<file path="src/rtl/team_id_pkg.sv">
`default_nettype none
// ============================================================================
// Module   : team_id_pkg
// Purpose  : Shared register offsets, bit indices and FSM encoding for the
//            team ID reader peripheral.
// Revision : 1.0 - initial release
// ============================================================================
package team_id_pkg;

  // Byte offsets of the four registers inside the 8-byte window
  localparam logic [3:0] c_OFF_ID   = 4'h0;
  localparam logic [3:0] c_OFF_STAT = 4'h2;
  localparam logic [3:0] c_OFF_CTRL = 4'h4;
  localparam logic [3:0] c_OFF_RAW  = 4'h6;

  // STAT bit positions
  localparam int c_STAT_VALID = 0;
  localparam int c_STAT_CHG   = 1;
  localparam int c_STAT_BUSY  = 2;

  // CTRL bit positions
  localparam int c_CTRL_EN = 0;
  localparam int c_CTRL_IE = 1;

  // Debounce FSM encoding
  typedef enum logic [1:0] {
    ST_IDLE        = 2'd0,
    ST_WAIT_STABLE = 2'd1,
    ST_LOCKED      = 2'd2
  } state_t;

  // The bus carries word addresses, so a byte offset maps to its word index
  function automatic logic [1:0] reg_idx(input logic [3:0] off);
    return off[2:1];
  endfunction

endpackage
`default_nettype wire

</file>
<file path="src/rtl/team_id_reader_if.sv">
`default_nettype none
// ============================================================================
// Module   : team_id_reader_if
// Purpose  : Peripheral bus bundle (address, data, enables, read data).
// Revision : 1.0 - initial release
// ============================================================================
interface team_id_reader_if;
  logic [13:0] per_addr;
  logic [15:0] per_din;
  logic        per_en;
  logic [1:0]  per_we;
  logic [15:0] per_dout;

  modport master (
    output per_addr, per_din, per_en, per_we,
    input  per_dout
  );

  modport slave (
    input  per_addr, per_din, per_en, per_we,
    output per_dout
  );
endinterface
`default_nettype wire

</file>
<file path="src/rtl/team_id_sync.sv">
`default_nettype none
// ============================================================================
// Module   : team_id_sync
// Purpose  : Two-flop synchronizer for the asynchronous team ID bus.
// Revision : 1.0 - initial release
// ============================================================================
module team_id_sync #(
  parameter int WIDTH = 16
) (
  input  wire logic             clk,
  input  wire logic             rst_n,
  input  wire logic [WIDTH-1:0] i_d,
  output logic      [WIDTH-1:0] o_q
);

  logic [WIDTH-1:0] r_s1;
  logic [WIDTH-1:0] r_s2;

  // Two back-to-back stages to settle metastability on the incoming bus
  always_ff @(posedge clk or negedge rst_n) begin
    if (!rst_n) begin
      r_s1 <= '0;
      r_s2 <= '0;
    end else begin
      r_s1 <= i_d;
      r_s2 <= r_s1;
    end
  end

  assign o_q = r_s2;

endmodule
`default_nettype wire

</file>
<file path="src/rtl/team_id_reader.sv">
`default_nettype none
// ============================================================================
// Module   : team_id_reader
// Purpose  : Memory-mapped peripheral that synchronizes and debounces a
//            16-bit team ID bus, latches stable values and flags changes.
// Revision : 1.0 - initial release
// ============================================================================
module team_id_reader
  import team_id_pkg::*;
#(
  parameter logic [14:0] BASE_ADDR  = 15'h01B8,
  parameter int          DEC_WD     = 3,
  parameter int          STABLE_CNT = 4
) (
  input  wire logic              mclk,
  input  wire logic              puc_rst_n,
  team_id_reader_if.slave        per,
  input  wire logic              smclk_en,
  input  wire logic [15:0]       team_id_in,
  output logic                   irq
);

  localparam logic [1:0] c_IDX_ID   = reg_idx(c_OFF_ID);
  localparam logic [1:0] c_IDX_STAT = reg_idx(c_OFF_STAT);
  localparam logic [1:0] c_IDX_CTRL = reg_idx(c_OFF_CTRL);
  localparam logic [1:0] c_IDX_RAW  = reg_idx(c_OFF_RAW);
  localparam logic [7:0] c_CNT_LAST = 8'(STABLE_CNT - 1);

  // Registers
  state_t      r_state;
  logic [15:0] r_cand;
  logic [7:0]  r_cnt;
  logic [15:0] r_id;
  logic        r_valid;
  logic        r_chg;
  logic        r_ctrl_en;
  logic        r_ctrl_ie;

  // Combinational
  logic [15:0] w_raw;
  logic        w_sel;
  logic        w_rd;
  logic        w_wr_lo;
  logic [1:0]  w_idx;
  logic        w_busy;
  logic        w_latch;
  logic        w_chg_set;
  logic        w_chg_clr;
  logic        w_ctrl_wr;
  state_t      w_state_nxt;
  logic [15:0] w_cand_nxt;
  logic [7:0]  w_cnt_nxt;
  logic [15:0] w_stat;
  logic [15:0] w_ctrl;
  logic [15:0] w_rdata;
  logic        w_unused;

  team_id_sync #(.WIDTH(16)) u_sync (
    .clk   (mclk),
    .rst_n (puc_rst_n),
    .i_d   (team_id_in),
    .o_q   (w_raw)
  );

  // Address decode: upper word-address bits select the window, the low two
  // word-address bits pick one of the four registers.
  assign w_sel     = per.per_en & (per.per_addr[13:DEC_WD-1] == BASE_ADDR[14:DEC_WD]);
  assign w_rd      = w_sel & ~|per.per_we;
  assign w_wr_lo   = w_sel & per.per_we[0];
  assign w_idx     = per.per_addr[1:0];
  assign w_busy    = (r_state == ST_WAIT_STABLE);
  assign w_ctrl_wr = w_wr_lo & (w_idx == c_IDX_CTRL);
  assign w_chg_clr = w_wr_lo & (w_idx == c_IDX_STAT) & per.per_din[c_STAT_CHG];
  // A change is flagged on the first latch or whenever the latched value moves
  assign w_chg_set = w_latch & (~r_valid | (r_cand != r_id));
  assign irq       = r_chg & r_ctrl_ie;
  assign w_unused  = ^{per.per_din[15:2]};

  // FSM state register
  always_ff @(posedge mclk or negedge puc_rst_n) begin
    if (!puc_rst_n) begin
      r_state <= ST_IDLE;
    end else begin
      r_state <= w_state_nxt;
    end
  end

  // Next-state, candidate and stability counter decisions
  always_comb begin
    w_state_nxt = r_state;
    w_cand_nxt  = r_cand;
    w_cnt_nxt   = r_cnt;
    w_latch     = 1'b0;
    if (!r_ctrl_en) begin
      w_state_nxt = ST_IDLE;
      w_cnt_nxt   = 8'd0;
    end else begin
      case (r_state)
        ST_IDLE: begin
          w_state_nxt = ST_WAIT_STABLE;
          w_cand_nxt  = w_raw;
          w_cnt_nxt   = 8'd0;
        end
        ST_WAIT_STABLE: begin
          if (smclk_en) begin
            if (w_raw != r_cand) begin
              w_cand_nxt = w_raw;
              w_cnt_nxt  = 8'd0;
            end else if (r_cnt == c_CNT_LAST) begin
              w_latch     = 1'b1;
              w_state_nxt = ST_LOCKED;
            end else if (r_cnt != 8'hFF) begin
              w_cnt_nxt = r_cnt + 8'd1;
            end
          end
        end
        ST_LOCKED: begin
          if (smclk_en && (w_raw != r_id)) begin
            w_state_nxt = ST_WAIT_STABLE;
            w_cand_nxt  = w_raw;
            w_cnt_nxt   = 8'd0;
          end
        end
        default: begin
          w_state_nxt = ST_IDLE;
          w_cnt_nxt   = 8'd0;
        end
      endcase
    end
  end

  // Debounce datapath, latched ID and status flags
  always_ff @(posedge mclk or negedge puc_rst_n) begin
    if (!puc_rst_n) begin
      r_cand  <= 16'h0;
      r_cnt   <= 8'd0;
      r_id    <= 16'h0;
      r_valid <= 1'b0;
      r_chg   <= 1'b0;
    end else begin
      r_cand <= w_cand_nxt;
      r_cnt  <= w_cnt_nxt;
      if (w_latch) begin
        r_id    <= r_cand;
        r_valid <= 1'b1;
      end
      // Setting a new change wins over a simultaneous software clear
      if (w_chg_set) begin
        r_chg <= 1'b1;
      end else if (w_chg_clr) begin
        r_chg <= 1'b0;
      end
    end
  end

  // Software-controlled CTRL register (low byte lane only)
  always_ff @(posedge mclk or negedge puc_rst_n) begin
    if (!puc_rst_n) begin
      r_ctrl_en <= 1'b0;
      r_ctrl_ie <= 1'b0;
    end else if (w_ctrl_wr) begin
      r_ctrl_en <= per.per_din[c_CTRL_EN];
      r_ctrl_ie <= per.per_din[c_CTRL_IE];
    end
  end

  // Assemble STAT/CTRL views and the combinational read mux
  always_comb begin
    w_stat               = 16'h0;
    w_stat[c_STAT_VALID] = r_valid;
    w_stat[c_STAT_CHG]   = r_chg;
    w_stat[c_STAT_BUSY]  = w_busy;
    w_ctrl               = 16'h0;
    w_ctrl[c_CTRL_EN]    = r_ctrl_en;
    w_ctrl[c_CTRL_IE]    = r_ctrl_ie;
    w_rdata              = 16'h0;
    if (w_rd) begin
      case (w_idx)
        c_IDX_ID:   w_rdata = r_id;
        c_IDX_STAT: w_rdata = w_stat;
        c_IDX_CTRL: w_rdata = w_ctrl;
        c_IDX_RAW:  w_rdata = w_raw;
        default:    w_rdata = 16'h0;
      endcase
    end
  end

  assign per.per_dout = w_rdata;

endmodule
`default_nettype wire

</file>
<file path="src/flat_wrapper.sv">
// flat-port wrapper written by rule: the top's interface ports become plain ports
module team_id_reader_flat import team_id_pkg::*;
#(
  parameter logic [14:0] BASE_ADDR  = 15'h01B8,
  parameter int          DEC_WD     = 3,
  parameter int          STABLE_CNT = 4
)
  (mclk, puc_rst_n, smclk_en, team_id_in, irq, per_per_addr, per_per_din, per_per_en, per_per_we, per_per_dout);
  team_id_reader_if per_i ();
  input  wire logic mclk;
  input  wire logic puc_rst_n;
  input  wire logic smclk_en;
  input  wire logic [15:0] team_id_in;
  output logic irq;
  input wire logic [$bits(per_i.per_addr)-1:0] per_per_addr;
  input wire logic [$bits(per_i.per_din)-1:0] per_per_din;
  input wire logic [$bits(per_i.per_en)-1:0] per_per_en;
  input wire logic [$bits(per_i.per_we)-1:0] per_per_we;
  output wire logic [$bits(per_i.per_dout)-1:0] per_per_dout;
  assign per_i.per_addr = per_per_addr;
  assign per_i.per_din = per_per_din;
  assign per_i.per_en = per_per_en;
  assign per_i.per_we = per_per_we;
  assign per_per_dout = per_i.per_dout;
  team_id_reader #(.BASE_ADDR(BASE_ADDR), .DEC_WD(DEC_WD), .STABLE_CNT(STABLE_CNT)) u_core (.mclk(mclk), .puc_rst_n(puc_rst_n), .per(per_i), .smclk_en(smclk_en), .team_id_in(team_id_in), .irq(irq));
endmodule
</file>
<file path="config.mk">
export PLATFORM = sky130hd
export DESIGN_NAME = team_id_reader_flat
export DESIGN_NICKNAME = d
export VERILOG_FILES = /design/src/rtl/team_id_pkg.sv /design/src/rtl/team_id_reader_if.sv /design/src/rtl/team_id_sync.sv /design/src/rtl/team_id_reader.sv /design/src/flat_wrapper.sv
export SDC_FILE = /design/constraint.sdc
export NUM_CORES = 1
export LEC_CHECK = 0
export CORE_UTILIZATION = 39
export CTS_CLUSTER_DIAMETER = 100
export DETAILED_ROUTE_END_ITERATION = 8
export MAX_ROUTING_LAYER = met4
export SYNTH_ARGS = -nofsm -noshare
export SYNTH_HDL_FRONTEND = slang
export SYNTH_SLANG_ARGS = --single-unit
</file>
<file path="constraint.sdc">
create_clock -name mclk -period 2.7 [get_ports mclk]
set_input_delay 0.27 -clock mclk [delete_from_list [all_inputs] [get_ports mclk]]
set_output_delay 0.27 -clock mclk [all_outputs]
set_load 0.01 [all_outputs]
</file>
==> results of run 1 <==
==> state kept, by name, indices dropped and copies added (netlist names) <==
| register | cells |
|---|---|
| u_core.r_cand | 16 |
| u_core.r_id | 16 |
| u_core.u_sync.r_s1 | 16 |
| u_core.u_sync.o_q | 16 |
| u_core.r_ctrl_en | 1 |
| u_core.r_chg | 1 |
| u_core.r_cnt | 8 |
| u_core.r_state | 2 |
| u_core.r_ctrl_ie | 1 |
| u_core.r_valid | 1 |
==> metrics by stage <==
step	worst slack, ps	area [sq um]
3_3_place_gp	154	4350
2_1_floorplan	565	3660
4_1_cts	109	4550
6_report	190	4560
3_5_place_dp	130	4350
5_1_grt	72.0	4560
==> metal layers <==
layer  up-vias  share of wire, %  wire length, microns
li1       1208                 -                     -
met1      1242                48                  3680
met2        68                46                  3540
met3        10               4.2                   319
met4         0               1.7                   133
met5         -                 0                     0
==> worst reg2reg max path, stage by stage (launching register included) <==
cell     delay (ps)
dfrtp_1         430
xor2_1          180
nor4_1          490
nand4_2         240
nor2_2          180
and3_1          220
buf_12          190
mux2_2          350
==> cell usage after synthesis (all sizes together) <==
cell type | n | share of area [%]
dfrtp | 78 | 53
xor2 | 36 | 8.6
mux2 | 35 | 12
nor2 | 23 | 2.4
a22oi | 14 | 2.9
xnor2 | 12 | 2.9
nand2 | 11 | 1.1
nor4 | 10 | 1.9
o21ai | 9 | 1.2
nand3 | 8 | 1.1
nor3 | 7 | 0.96
clkbuf | 6 | 0.65
nand4 | 6 | 1.2
and3 | 5 | 0.85
a21oi | 4 | 0.55
buf | 4 | 1.4
inv | 4 | 0.41
a311oi | 3 | 0.72
and2 | 3 | 0.51
o31ai | 3 | 0.61
a22o | 2 | 0.48
mux4 | 2 | 1.2
nand4b | 2 | 0.48
nor2b | 2 | 0.34
o41ai | 2 | 0.48
a221o | 1 | 0.27
a31oi | 1 | 0.17
ha | 1 | 0.34
mux2i | 1 | 0.27
nand3b | 1 | 0.20
nor4b | 1 | 0.24
o21a | 1 | 0.20
o22ai | 1 | 0.17
or2 | 1 | 0.17
or2b | 1 | 0.20
==> cell families (layout without fill, tap and decap cells) <==
family	count (synthesis)	after routing	synth area share, %
AO/OA/AOI/OAI	41	41	7.75
XOR/XNOR	48	48	11.5
adder cells (fa/ha/maj)	1	1	0.341
buffers and inverters	14	82	2.42
flip-flops	78	78	53.3
multiplexers	38	38	13.1
AND/OR/NAND/NOR	81	81	11.7
==> final cells by class <==
class	count	area share [%]
flip-flops and latches	78	42.8
multi-input cells	209	35.7
repair buffers	62	13.7
clock buffers	11	3.10
well taps	111	3.05
clock inverters	5	1.29
inverters	4	0.329
==> power groups by stage <==
stage | sequential [mW] | clock [mW] | combinational, mW
3_3_place_gp | 1.24 | 0 | 0.136
5_1_grt | 1.22 | 0.951 | 0.149
2_1_floorplan | 1.23 | 0 | 0.0462
4_1_cts | 1.22 | 0.903 | 0.138
3_5_place_dp | 1.24 | 0 | 0.137
6_report | 1.22 | 0.879 | 0.135
==> how the worst max path moves through the flow <==
| stage | start | to | slack [ps] | cells past startpoint |
|---|---|---|---|---|
| 5_1_grt | per_per_addr[9] | per_per_dout[14] | 70 | 8 |
| 4_1_cts | per_per_addr[9] | per_per_dout[14] | 110 | 8 |
| 3_3_place_gp | per_per_addr[9] | per_per_dout[14] | 150 | 8 |
| 2_1_floorplan | u_core.u_sync.o_q[8]$_DFF_PN0_ | u_core.r_id[10]$_DFFE_PN0P_ | 570 | 8 |
| 6_report | per_per_addr[9] | per_per_dout[6] | 190 | 8 |
| 3_5_place_dp | per_per_addr[8] | per_per_dout[14] | 130 | 8 |
==> repair_timing <==
action | 4_1_cts | 5_1_grt
setup buffers | 0 | 0
gates resized for setup | 0 | 1
hold buffers | 0 | 0
setup endpoints to repair | 0 | 1
==> results, run 1 <==
- The run finished with clean final reports.
- After detailed routing, the number of remaining DRC violations is 0.
- The synthesis warning total is 0.
- The worst setup path is launched from a primary input.
- The number of max-slew violations in the final report is 0.
- In this run the tool buffered the top-level ports with 54 buffer cells.
- The net switching power of the design is 511 uW.
- The core region is 9150 sq um.
- The post-route worst hold slack is 52.6 ps.
- The kind of end point of the critical path is an output port.
- Sequential cells burn 54.6% of the power.
- Excluding fillers, the count of instances in the completed layout stands at 480.
- The weighted congestion reported at the end of routability-driven placement is 0.839.
- The path class of the tightest hold or removal check is primary input to async pin.
- Net switching is 22.9% of the power.
- Across the run, the number of max-cap violations was 0.
- At the later pin of the worst-skew pair, clock insertion delay measures 340 ps.
- The number of global-route vias before repair is 2483.
- After detailed routing, the total wire length is 7670 microns.
- The critical path contains buffers and inverters numbering 3 combined.
- The maximum number of pins on one net before global-route repair is 79.
- The final hold violation count is 0.
- The largest incremental delay on the critical path is 560 ps.
- Synthesis handed over a netlist of 301 instances.
- In this run the most used layer during global routing was met2.
- The total CTS buffers is 9.
- Cells fill 49.8% of the core in the end.
- The cell row count is 35.
- The data required time at the worst endpoint is 2430 ps.
- The depth of the worst register-to-register path is 7.
- The top cell types in the final layout, fill and taps aside, are 78 x dfrtp_1, 53 x clkdlybuf4s50_1, 36 x xor2_1, 26 x mux2_2, 22 x nor2_1.
- Setup repair after global routing left no endpoint under its margin.
- The most frequent standard cell in the layout excluding fill and tap cells is dfrtp_1.
- The routed layout has 2528 vias.
- The power per standard cell area is 490 nW/um^2.
- Of all nets on the critical path, the largest fanout is 14.
- Overall power consumption after layout is estimated at 2.23 mW.
- The proportion of power drawn by the clock network is 39.4%.
- The number of clock sinks is 78.
- The register bit total from synthesis is 78.
- Across every metal layer, demand over resource in global routing totals 17.2%.
- The count of pins on the block boundary is 69.
- The diode insertion count for antenna repair is 0.
- The HPWL reported at the end of detailed placement is 5280 microns.
- The number of inserted filler cells in the final layout is 809.
- Summing all flip-flop and latch instances after layout gives 1950 sq um.
- Counting every net in the synthesized netlist gives 354.
- The leakage power is 1.99 nW.
- The slew at the pin closest to its max-slew limit is 977 ps.
- The first routing iteration left 81 violations.
- The H-tree was split into 3 levels.
- TritonCTS built the clock tree.
- The final period demand of the worst path is 2510 ps.
- The sequential area share after synthesis is 53.3%.
- The worst supply voltage drop on vdd is 324 uV.
- The area taken by multi-input logic gates is 1630 sq um.
- The layout-stage area growth over the synthesis result is 24.4%.
- In this run the critical register-to-register path is captured at u_core.r_id[6]$_DFFE_PN0P_.
- The number of setup violations in the final report is 0.
- The first global-routing pass estimated 12500 microns of wire.
- The clock passes through at most 2 buffers.
- The die is 98.9 microns wide.
- On the critical path the largest part of the delay comes from buffers and inverters.
- The worst setup path category is primary input to output port.
- For this configuration, the core starts out at a cell density of 40.0%.
- The critical path data arrival time is 2240 ps.
- The count of unique library cells instantiated by Yosys is 44.
- The average instance in the mapped netlist occupies 12.2 sq um.
- For met1 alone, demand over resource in global routing was 23.3%.
- The die covers 9790 sq um.
- The number of nets still failing antenna checks after routing is 0.
- The worst-path cell with the longest stage delay is clkdlybuf4s50_1.
- The setup TNS is 0 ps.
- Headroom to the max-slew limit came out at 34.9%.
- Per report_power, the combinational group accounts for 6.0% of the total.
- Clock tree synthesis selected as its root buffer the cell clkbuf_8.
- The highest clock frequency the design can meet is 398 MHz.
- The placed instance count is 464.
- The number of iterations in the first detailed-routing pass is 4.
- The worst path uses 93.0% of the clock period.
- The number of antenna violations at the first check in global routing was 0.
- The worst register-to-register path begins at u_core.u_sync.o_q[9]$_DFF_PN0_.
- The y dimension of the die is 98.9 microns.
- After clock tree synthesis, the clock-pin slew on the worst setup and hold paths is 80 ps.
- The average wire length per cell after detail routing is 16.0 microns.
- The met2 track utilization from global routing is 26.0%.
- Global routing consumed, on the met3 layer, 2.84% of the routing resources.
- The setup clock skew after layout is 10.4 ps.
- The total grt overflow is 0.
- The total internal power is 1.72 mW.
- In the routed layout, each cell is associated on average with a via count of 5.27.
- After synthesis the cells add up to 3660 sq um.
- The post-route netlist has 17.6% of its cells at a drive strength greater than 1.
- The reg-to-reg setup timing slack is 310 ps.
- The final layout contains 417 nets.
- The signal on the critical path passes through clkdlybuf4s50_1 -> nor4b_1 -> nand2_1 -> nor3_2 -> nand2_1 -> buf_4 -> nor2_1 -> clkdlybuf4s50_1.
Note: power is estimated with default switching activity, not from simulation.
==> inputs of run 2 (changes only) <==
- CORE_UTILIZATION: 39 -> 40
==> run 2 against run 1 <==
The flow now finishes with violations (design-rule violations). Routed wire length rose by 1.4%. Cell count did not move. Clock power rose by 3.1%. Worst hold slack improved by 19 ps. Cell area rose by 0.60%. First-iteration DRC count rose by 44%. Via count barely moved. Combinational power barely moved. Critical path depth did not move. Setup slack improved by 47 ps. Critical path type unchanged. Largest cell class unchanged. Highest routed layer unchanged.
==> results, run 2 (synthesized netlist as in run 1, its figures left out) <==
- The placeable core area is 8810 sq um (-3.8%).
- The weighted congestion reported at the end of routability-driven placement was 0.807 (-3.8%).
- The initial core utilization is 41.6% (+1.6 points).
- The average wire length per cell after detail routing was 16.2 microns (+1.4%).
- The proportion of power drawn by the clock network is 40.1% (+0.7 points).
- The total grt overflow was 0 (unchanged).
- The total die area is 9550 sq um (-2.5%).
- The total CTS buffers is 9 (unchanged).
- The final period demand of the worst path is 2460 ps (-47.4 ps).
- The power per standard cell area is 493 nW/um^2 (+0.62%).
- The number of maximum-capacitance violations is 0 (unchanged).
- The worst supply voltage drop on vdd came to 274 uV (-16%).
- The setup TNS is 0 ps (unchanged).
- The critical path goes through clkdlybuf4s50_1 -> nor4b_1 -> nand2_1 -> nor3_2 -> nand2_1 -> buf_4 -> nor2_1 -> clkdlybuf4s50_1.
- The layout-stage area growth over the synthesis result is 25.1%.
- The launching element type of the critical path is a primary input.
- The number of iterations in the first detailed-routing pass is 6 (+2).
- The highest clock frequency the design can meet is 406 MHz (+1.9%).
- The number of H-tree levels is 3 (unchanged).
- The switching power share of the total came to 22.8% (-0.092 points).
- The final hold violation count is 0 (unchanged).
- The y dimension of the die is 97.7 microns (-1.2%).
- The largest delay contributor family on the critical path is buffers and inverters.
- The maximum number of buffers from clock root to sink is 2 (unchanged).
- STA classifies the critical path endpoint as an output port.
- The library cells used most frequently in the layout, excluding fill and tap cells, are 78 x dfrtp_1, 53 x clkdlybuf4s50_1, 36 x xor2_1, 26 x mux2_2, 22 x nor2_1.
- Setup repair after global routing left no endpoint under its margin.
- TritonCTS built the clock tree.
- The number of nets in the final layout is 420 (+0.72%).
- The remaining routing DRC violations is 12 (+12).
- The leakage power came to 2.01 nW (+0.85%).
- The placed instance count was 464 (unchanged).
- The worst slew margin relative to its limit came to 36.0% (+1.2 points).
- In this run the clock root is driven by a clkbuf_8.
- The number of setup violations in the final report is 0 (unchanged).
- The count of pins on the block boundary came to 69 (unchanged).
- The number of input and output port buffers inserted is 54 (unchanged).
- The register share of total power is 53.9% (-0.7 points).
- The clock transition at the register clock pins on the worst setup and hold paths after CTS is 90 ps (about the same).
- The number of antenna violations at the first check in global routing is 0 (unchanged).
- The run finished, with violations left.
- The hold buffer count at cts is 0 (unchanged).
- The checks that failed: design-rule violations.
- The detailed-route vias per instance is 5.27 (about the same).
- The critical path data arrival time came to 2190 ps (-50 ps).
- The wire length reported by the detailed router is 7780 microns (+1.4%).
- The number of max-slew violations in the final report is 0 (unchanged).
- The insertion delay of the later-clocked pin in the worst-skew pair is 360 ps (+20 ps).
- The cell row count was 34 (-2.9%).
- The number of global-route vias before repair was 2556 (+2.9%).
- The number of DRC markers after the initial detailed-route iteration is 117 (+44%).
- The first-pass GRT wire length came to 12800 microns (+2.1%).
- The part of the power in combinational logic came to 5.9% (about the same).
- The overall routing resource usage is 18.1% (+0.92 points).
- The count of instances resized after the clock tree is built was 0 (unchanged).
- The net switching power of the design is 515 uW (+0.83%).
- The maximum number of pins on one net before global-route repair is 79 (unchanged).
- The number of nets still failing antenna checks after routing came to 0 (unchanged).
- The number of clock sinks is 78 (unchanged).
- The fraction of the cycle the final worst path needs is 91.2% (-1.8 points).
- The library cell used most frequently in the layout, excluding fill and tap cells, is dfrtp_1.
- The setup path with the least slack is of type primary input to output port.
- The setup clock skew after layout is 16.0 ps (+5.60 ps).
- The number of setup buffers added after CTS is 0 (unchanged).
- The data required time at the worst endpoint was 2430 ps (about the same).
- The horizontal die dimension is 97.7 microns (-1.2%).
- The via count is 2529 (+0.040%).
- The path class of the tightest hold or removal check is primary input to async pin.
- The slew at the pin closest to its max-slew limit came to 960 ps (-17.4 ps).
- The HPWL reported at the end of detailed placement is 5360 microns (+1.4%).
- The layout cell share with drive strength beyond 1 is 18.5% (+0.93 points).
- The total internal power is 1.74 mW (+1.4%).
- The final instance count without filler cells is 480 (unchanged).
- The worst-path cell with the longest stage delay is clkdlybuf4s50_1.
- The largest incremental delay on the critical path is 580 ps (+20 ps).
- The critical path buffer and inverter count is 3 (unchanged).
- The largest fanout of any net on the critical path was 3 (-11).
- The diode insertion count for antenna repair is 0 (unchanged).
==> run 2: cell types whose count changed in the layout (fill, tap and decap cells not counted) <==
| cell | change |
|---|---|
| clkbuf_1 | -1 |
| clkbuf_8 | +1 |
| buf_4 | +3 |
| clkinv_4 | -1 |
| clkinvlp_4 | +1 |
==> run 2: worst paths after layout <==
kind	from	endpoint	slack (ps)	cells past startpoint
setup / recovery	per_per_addr[9]	per_per_dout[14]	240	8
hold / removal	puc_rst_n	u_core.r_cand[13]$_DFFE_PN0P_	70	1
setup reg to reg	u_core.u_sync.o_q[7]$_DFF_PN0_	u_core.r_id[6]$_DFFE_PN0P_	350	8
hold reg to reg	u_core.u_sync.r_s1[1]$_DFF_PN0_	u_core.u_sync.o_q[1]$_DFF_PN0_	340	0
max in group asynchronous	puc_rst_n	u_core.u_sync.r_s1[1]$_DFF_PN0_	2020	1
min in group mclk	team_id_in[10]	u_core.u_sync.r_s1[10]$_DFF_PN0_	340	1
==> run 2: layer usage <==
layer | vias up | wire, microns | GRT usage (%)
met4 | 0 | 97 | 6.64
met3 | 5 | 363 | 4.10
met5 | - | 0 | -
li1 | 1215 | - | -
met1 | 1257 | 3670 | 23.7
met2 | 52 | 3650 | 27.6
==> run 2: final cells by class <==
class	count	area (sq um)
Inverter	4	15.0
Clock buffer	11	151
Sequential cell	78	1950
Multi-Input combinational cell	209	1630
Clock inverter	5	57.6
Tap cell	108	135
Fill cell	778	4220
Timing Repair Buffer	65	646
==> run 2: power groups by stage <==
| stage | logic, mW | registers (mW) | clock network (mW) |
|---|---|---|---|
| 2_1_floorplan | 0.0462 | 1.23 | 0 |
| 3_3_place_gp | 0.137 | 1.24 | 0 |
| 3_5_place_dp | 0.137 | 1.24 | 0 |
| 4_1_cts | 0.138 | 1.22 | 0.927 |
| 5_1_grt | 0.149 | 1.22 | 0.982 |
| 6_report | 0.134 | 1.22 | 0.906 |
==> run 2: stage by stage <==
step | power (mW) | area, sq um | utilization, % | setup WS, ps | hold WS [ps]
6_report | 2.26 | 4590 | 52.1 | 238 | 72.0
3_3_place_gp | 1.38 | 4370 | 49.6 | 168 | 333
4_1_cts | 2.28 | 4580 | 52.0 | 160 | 107
2_1_floorplan | 1.28 | 3660 | - | 565 | -25.6
5_1_grt | 2.35 | 4590 | 52.1 | 115 | 156
3_5_place_dp | 1.38 | 4370 | 49.6 | 174 | 335
